## src/rtl/counter_data_path.sv

```systemverilog
// counter_data_path: step/result registers, y_inc flag and 4-digit multiplexed 7-segment display driver
module counter_data_path #(
    parameter int S_W      = 4,
    parameter int Y_W      = 8,
    parameter int S_MOD    = 3,
    parameter int SCAN_DIV = 16
) (
    input  logic           clk,
    input  logic           rst,
    input  logic [Y_W-1:0] x,
    input  logic           s_en,
    input  logic           s_zero,
    input  logic           s_add,
    input  logic [1:0]     s_step,
    input  logic           y_en,
    input  logic           y_store_x,
    input  logic [1:0]     y_select_next,
    input  logic [1:0]     regime,
    input  logic           active,
    output logic           y_inc,
    output logic [S_W-1:0] s,
    output logic [Y_W-1:0] y,
    output logic [3:0]     an,
    output logic [6:0]     seg,
    output logic           dp
);
    localparam int CW = SCAN_DIV > 1 ? $clog2(SCAN_DIV) : 1;
    logic [S_W-1:0] s_q, s_d;
    logic [Y_W-1:0] y_q, y_d;
    logic [CW-1:0]  cnt_q, cnt_d;
    logic [1:0]     idx_q, idx_d;
    logic [3:0]     an_q, an_d, nib;
    logic [6:0]     seg_q, seg_d;
    logic           dp_q, dp_d, tc;
    logic [S_W:0]   step_w, sum, s_w, mod_w;

    function automatic logic [6:0] hex7(input logic [3:0] v);
        case (v)
            4'h0: hex7 = 7'h40;
            4'h1: hex7 = 7'h79;
            4'h2: hex7 = 7'h24;
            4'h3: hex7 = 7'h30;
            4'h4: hex7 = 7'h19;
            4'h5: hex7 = 7'h12;
            4'h6: hex7 = 7'h02;
            4'h7: hex7 = 7'h78;
            4'h8: hex7 = 7'h00;
            4'h9: hex7 = 7'h10;
            4'hA: hex7 = 7'h08;
            4'hB: hex7 = 7'h03;
            4'hC: hex7 = 7'h46;
            4'hD: hex7 = 7'h21;
            4'hE: hex7 = 7'h06;
            default: hex7 = 7'h0E;
        endcase
    endfunction

    always_comb begin
        step_w = (S_W+1)'(s_step);
        s_w    = {1'b0, s_q};
        mod_w  = (S_W+1)'(S_MOD);
        sum    = s_w + step_w;
        // add wraps with a single subtraction of S_MOD; subtract saturates at zero
        s_d = !s_en ? s_q
            : s_zero ? S_W'(step_w + (step_w << 1))
            : s_add ? (sum >= mod_w ? S_W'(sum - mod_w) : S_W'(sum))
            : (s_w < step_w ? '0 : S_W'(s_w - step_w));
        y_d = !y_en ? y_q
            : y_store_x ? x
            : y_select_next == 2'd0 ? y_q
            : y_select_next == 2'd1 ? y_q + Y_W'(1)
            : y_select_next == 2'd2 ? y_q + Y_W'(s_q)
            : '0;
        tc    = cnt_q == CW'(SCAN_DIV - 1);
        cnt_d = tc ? '0 : cnt_q + CW'(1);
        idx_d = tc ? idx_q + 2'd1 : idx_q;
        nib   = idx_d == 2'd0 ? 4'(s_q)
              : idx_d == 2'd1 ? y_q[3:0]
              : idx_d == 2'd2 ? y_q[7:4]
              : {2'b00, regime};
        an_d  = ~(4'b0001 << idx_d);
        seg_d = (regime == 2'd0 && idx_d != 2'd3) ? 7'h7F : hex7(nib);
        dp_d  = !(idx_d == 2'd3 && active);
    end

    always_ff @(posedge clk or posedge rst) begin
        if (rst) begin
            s_q   <= '0;
            y_q   <= '0;
            cnt_q <= '0;
            idx_q <= '0;
            an_q  <= 4'b1110;
            seg_q <= 7'h40;
            dp_q  <= 1'b1;
        end else begin
            s_q   <= s_d;
            y_q   <= y_d;
            cnt_q <= cnt_d;
            idx_q <= idx_d;
            an_q  <= an_d;
            seg_q <= seg_d;
            dp_q  <= dp_d;
        end
    end

    assign y_inc = s_q == S_W'(S_MOD - 1);
    assign s     = s_q;
    assign y     = y_q;
    assign an    = an_q;
    assign seg   = seg_q;
    assign dp    = dp_q;
endmodule

```

## config.mk

```make
export PLATFORM = sky130hd
export DESIGN_NAME = counter_data_path
export DESIGN_NICKNAME = d
export VERILOG_FILES = /design/src/rtl/counter_data_path.sv
export SDC_FILE = /design/constraint.sdc
export NUM_CORES = 1
export LEC_CHECK = 0
export CORE_MARGIN = 1.5
export CORE_UTILIZATION = 52
export DETAILED_ROUTE_END_ITERATION = 16
export GPL_TIMING_DRIVEN = 0
export MAX_ROUTING_LAYER = met4
export PLACE_DENSITY = 0.78
export SLEW_MARGIN = 30
export SYNTH_ARGS = -nofsm -noshare
export SYNTH_HDL_FRONTEND = slang
export SYNTH_SLANG_ARGS = --single-unit
```

## constraint.sdc

```tcl
create_clock -name clk -period 2.7 [get_ports clk]
set_input_delay 0.54 -clock clk [delete_from_list [all_inputs] [get_ports clk]]
set_output_delay 0.54 -clock clk [all_outputs]
set_load 0.01 [all_outputs]
```

==> run_results.csv <==
group,metric,value,unit
clock_tree,inserted_clock_buffers,5,
sta,max_slew_margin,0.4050,
detailed_routing,postRouteWirelength,5524,um
placed_design,placement.io_buffers,45,
sta,hold_viol,0,
sta,slew_viol_final,0,
yosys,synth_area,0.002421,sq mm
clock_tree,worst_setup_hold_path_clk_slew,0.06,ns
yosys,netlist_cell_types,57,
layout,drive_above_1_share,0.1204,
layout,antennaDiodeCount,0,
die,total_i_o_pin_count,47,
sta,timing.final.crit_period,2.566,ns
pwr,power.density,484.2,mW/mm^2
critical_path,worst-endpoint-required,2.85,ns
critical_path,timing.critical_path.from_type,"input port",
global_route,grt_overflow,0,
sta,fin_worst_hold_slack,0.5015,ns
yosys,postSynth.topFlopCell,"sky130_fd_sc_hd__dfrtp_1",
yosys,synth_async_sr_flop_share,1.000,
global_route,initial_antenna_violation_count,0,
critical_path,crit_path_max_fanout,4,
yosys,yosys_warnings,0,
global_route,grt_pass1_vias,2117,
clock_tree,tritoncts_num_sinks,30,
detailed_routing,dr.first_iter.drc_count,145,
sta,max_freq,0.3897,GHz
layout,nets,367,
clock_tree,postCtsHoldBufs,0,
sta,fin_clk_skew,0.01233,ns
die,starting_density,0.5485,
critical_path,cpMaxStageDelayCell,"sky130_fd_sc_hd__fa_2",
global_route,wire_length_of_the_first_global_routing_pass,9577,um
clock_tree,ctsRootBufferMaster,"sky130_fd_sc_hd__clkbuf_8",
yosys,synth_enable_flop_cells,0,
die,chipWidth,71.24,um
yosys,mappedNetlistNets,314,
yosys,synth.most_common_cell,"sky130_fd_sc_hd__dfrtp_1",
placed_design,gp_routability_congestion,0.8803,
critical_path,cp.buffers_inverters,1,
detailed_routing,drt.antenna.violating_nets,0,
critical_path,setup.worst_path.class,"input port to flip-flop",
critical_path,cp_slowest_stage_delay,0.59,ns
sta,worstMarginPinSlew,0.8850,ns
sta,unrepaired_setup_endpoints_after_global_routing,"no",
sta,postLayoutSetupSlackWorst,0.1342,ns
critical_path,critical-path-top-delay-family,"adder cells",
run,max-cap-violations,0,
placed_design,place_hpwl,4130,um
clock_tree,h_tree_lvl_count,2,
yosys,synth_cells,270,
detailed_routing,wl_per_cell,14.69,um
yosys,yosys.area.top_type_share,0.2584,
global_route,globalRouteTotalUtil,0.2393,
yosys,synth-seq-cells,30,
pwr,leakage,0.001314,uW
clock_tree,tritoncts_clock_tree,"yes",
detailed_routing,detail_route.vias_per_cell,5.822,
status,run_status,"finished, final reports clean",
sta,setup_viol,0,
die,floorplan.die.height,71.24,um
yosys,post-synth-top-area-cell,"sky130_fd_sc_hd__dfrtp_1",
clock_tree,clock_tree.buffer_depth,2,
detailed_routing,post-route-drc-count,0,
placed_design,pre_cts_slack,-0.4868,ns
yosys,synth_seq_area_share,0.3127,
sta,period_share,0.9503,
critical_path,worstPathCellList,"dlygate4sd2_1, ha_1, fa_2, ha_2, nand4b_1, mux2_1, a221oi_2, o22ai_1",
yosys,synthTopCellsByCount,"25 x sky130_fd_sc_hd__dfrtp_1, 21 x sky130_fd_sc_hd__nand2_1, 21 x sky130_fd_sc_hd__nor2_1",
critical_path,setup.worst_path.end_class,"flip-flop",
yosys,synth_area_leaders,"sky130_fd_sc_hd__dfrtp_1 26%, sky130_fd_sc_hd__ha_1 9.8%, sky130_fd_sc_hd__dfstp_2 5.4%",
global_route,grt_max_degree,31,
detailed_routing,vias,2189,
die,placeableCoreArea,0.004414,sq mm
die,rows,24,
clock_tree,worst_skew_pair.late_latency,0.29,ns
yosys,post_synthesis_mean_instance_area,8.967,sq um
pwr,vdd_ir_drop_max,0.0003275,V
hold_path,timing.hold.worst.class,"flip-flop to flip-flop",
critical_path,worstPathArrival,2.72,ns
layout,area.growth.synth_to_final,27.08,%
detailed_routing,detailedRoute.firstPassIterationCount,4,
die,die-area,0.005074,sq mm
-- worst reg2reg max path, delay by kind of cell (launching register included) --
family / cells / cell delay (ns)
compound gates: 2 / 0.33
mux: 1 / 0.36
fa+ha+maj: 3 / 1.07
simple gates: 1 / 0.15
flops: 1 / 0.48
-- cell usage in the layout (no fill, tap or decap), drive strengths merged, types with 6 or more instances in the layout --
master,Yosys,routed
xnor2,8,8
mux2i,7,7
a31oi,6,6
buf,8,9
nand3,9,9
and3,7,7
inv,19,19
o221ai,6,6
dfrtp,25,25
nor2,21,21
a21oi,16,16
clkbuf,7,14
clkdlybuf4s50,0,43
nand2,21,21
o21ai,20,20
ha,19,19
-- logic make-up (layout without fill, tap and decap cells) --
| logic type | after synthesis | count (layout) | share of synthesized area |
|---|---|---|---|
| muxes | 8 | 8 | 0.03359 |
| DFF | 30 | 30 | 0.3127 |
| adders and majority gates | 22 | 22 | 0.1230 |
| xor gates and xnor gates | 12 | 12 | 0.04962 |
| AOI/OAI and AO/OA | 79 | 79 | 0.2362 |
| and+or+nand+nor | 84 | 84 | 0.1747 |
| buffers and inverters | 35 | 89 | 0.07027 |
-- through the flow --
stage | total power [uW] | setup TNS [ns] | utilization | std cells | cell area [sq um]
2_1_floorplan | 903.3 | 0 | - | 270 | 2421
3_3_place_gp | 1093 | -0.7063 | 0.6652 | 367 | 2937
3_5_place_dp | 1105 | -0.8103 | 0.6652 | 367 | 2937
4_1_cts | 1485 | 0 | 0.6882 | 376 | 3038
5_1_grt | 1580 | 0 | 0.6970 | 376 | 3077
6_report | 1490 | 0 | 0.6970 | 376 | 3077
-- sequential cells by signal, indices dropped and copies added (netlist names) --
register and count:
cnt_q 4, s 4, seg 7, y 8, an 4, idx_q 2
dp 1
-- timing repair --
item / in CTS / in global routing
endpoints found under the setup margin: 2 / 5
buffers inserted: 1 / 0
pin swaps: 0 / 1
gates resized for setup: 4 / 7
-- routing by layer --
layer | part of all wire | up-vias | global-route usage | wire (um)
met5 | 0 | - | - | 0
met3 | 0.061 | 10 | 0.04641 | 336
met4 | 0.016 | 0 | 0.07757 | 89
li1 | - | 1089 | - | -
met1 | 0.45 | 1023 | 0.3186 | 2469
met2 | 0.48 | 67 | 0.3693 | 2629
-- path summary, 6_finish.rpt --
path	startpoint	endpoint	slack, ns	cells after the start
setup / recovery	s_step[0]	s[1]	0.13	8
max in group asynchronous	rst	cnt_q[0]	1.58	2
hold reg to reg	cnt_q[0]	cnt_q[0]	0.50	1
min in group asynchronous	rst	y[3]	0.67	2
setup reg to reg	s[0]	s[1]	0.19	7
hold / removal	cnt_q[0]	cnt_q[0]	0.50	1
-- area by class of cell --
type                       instances  area (sq um)
timing repair buffer              46         455.4
fill                             365          1338
tap                               52         65.06
inverter                          20         75.07
clock buffer                       7         86.33
sequential                        30         758.2
multi-input combinational        205          1536
buffer                            15         95.09
clock inverter                     1         5.005
-- report_power, final --
part	internal, uW	switching [uW]
logic	274	295
clock network	205	166
registers	486	63.7
(Power assumes the default switching activity.)
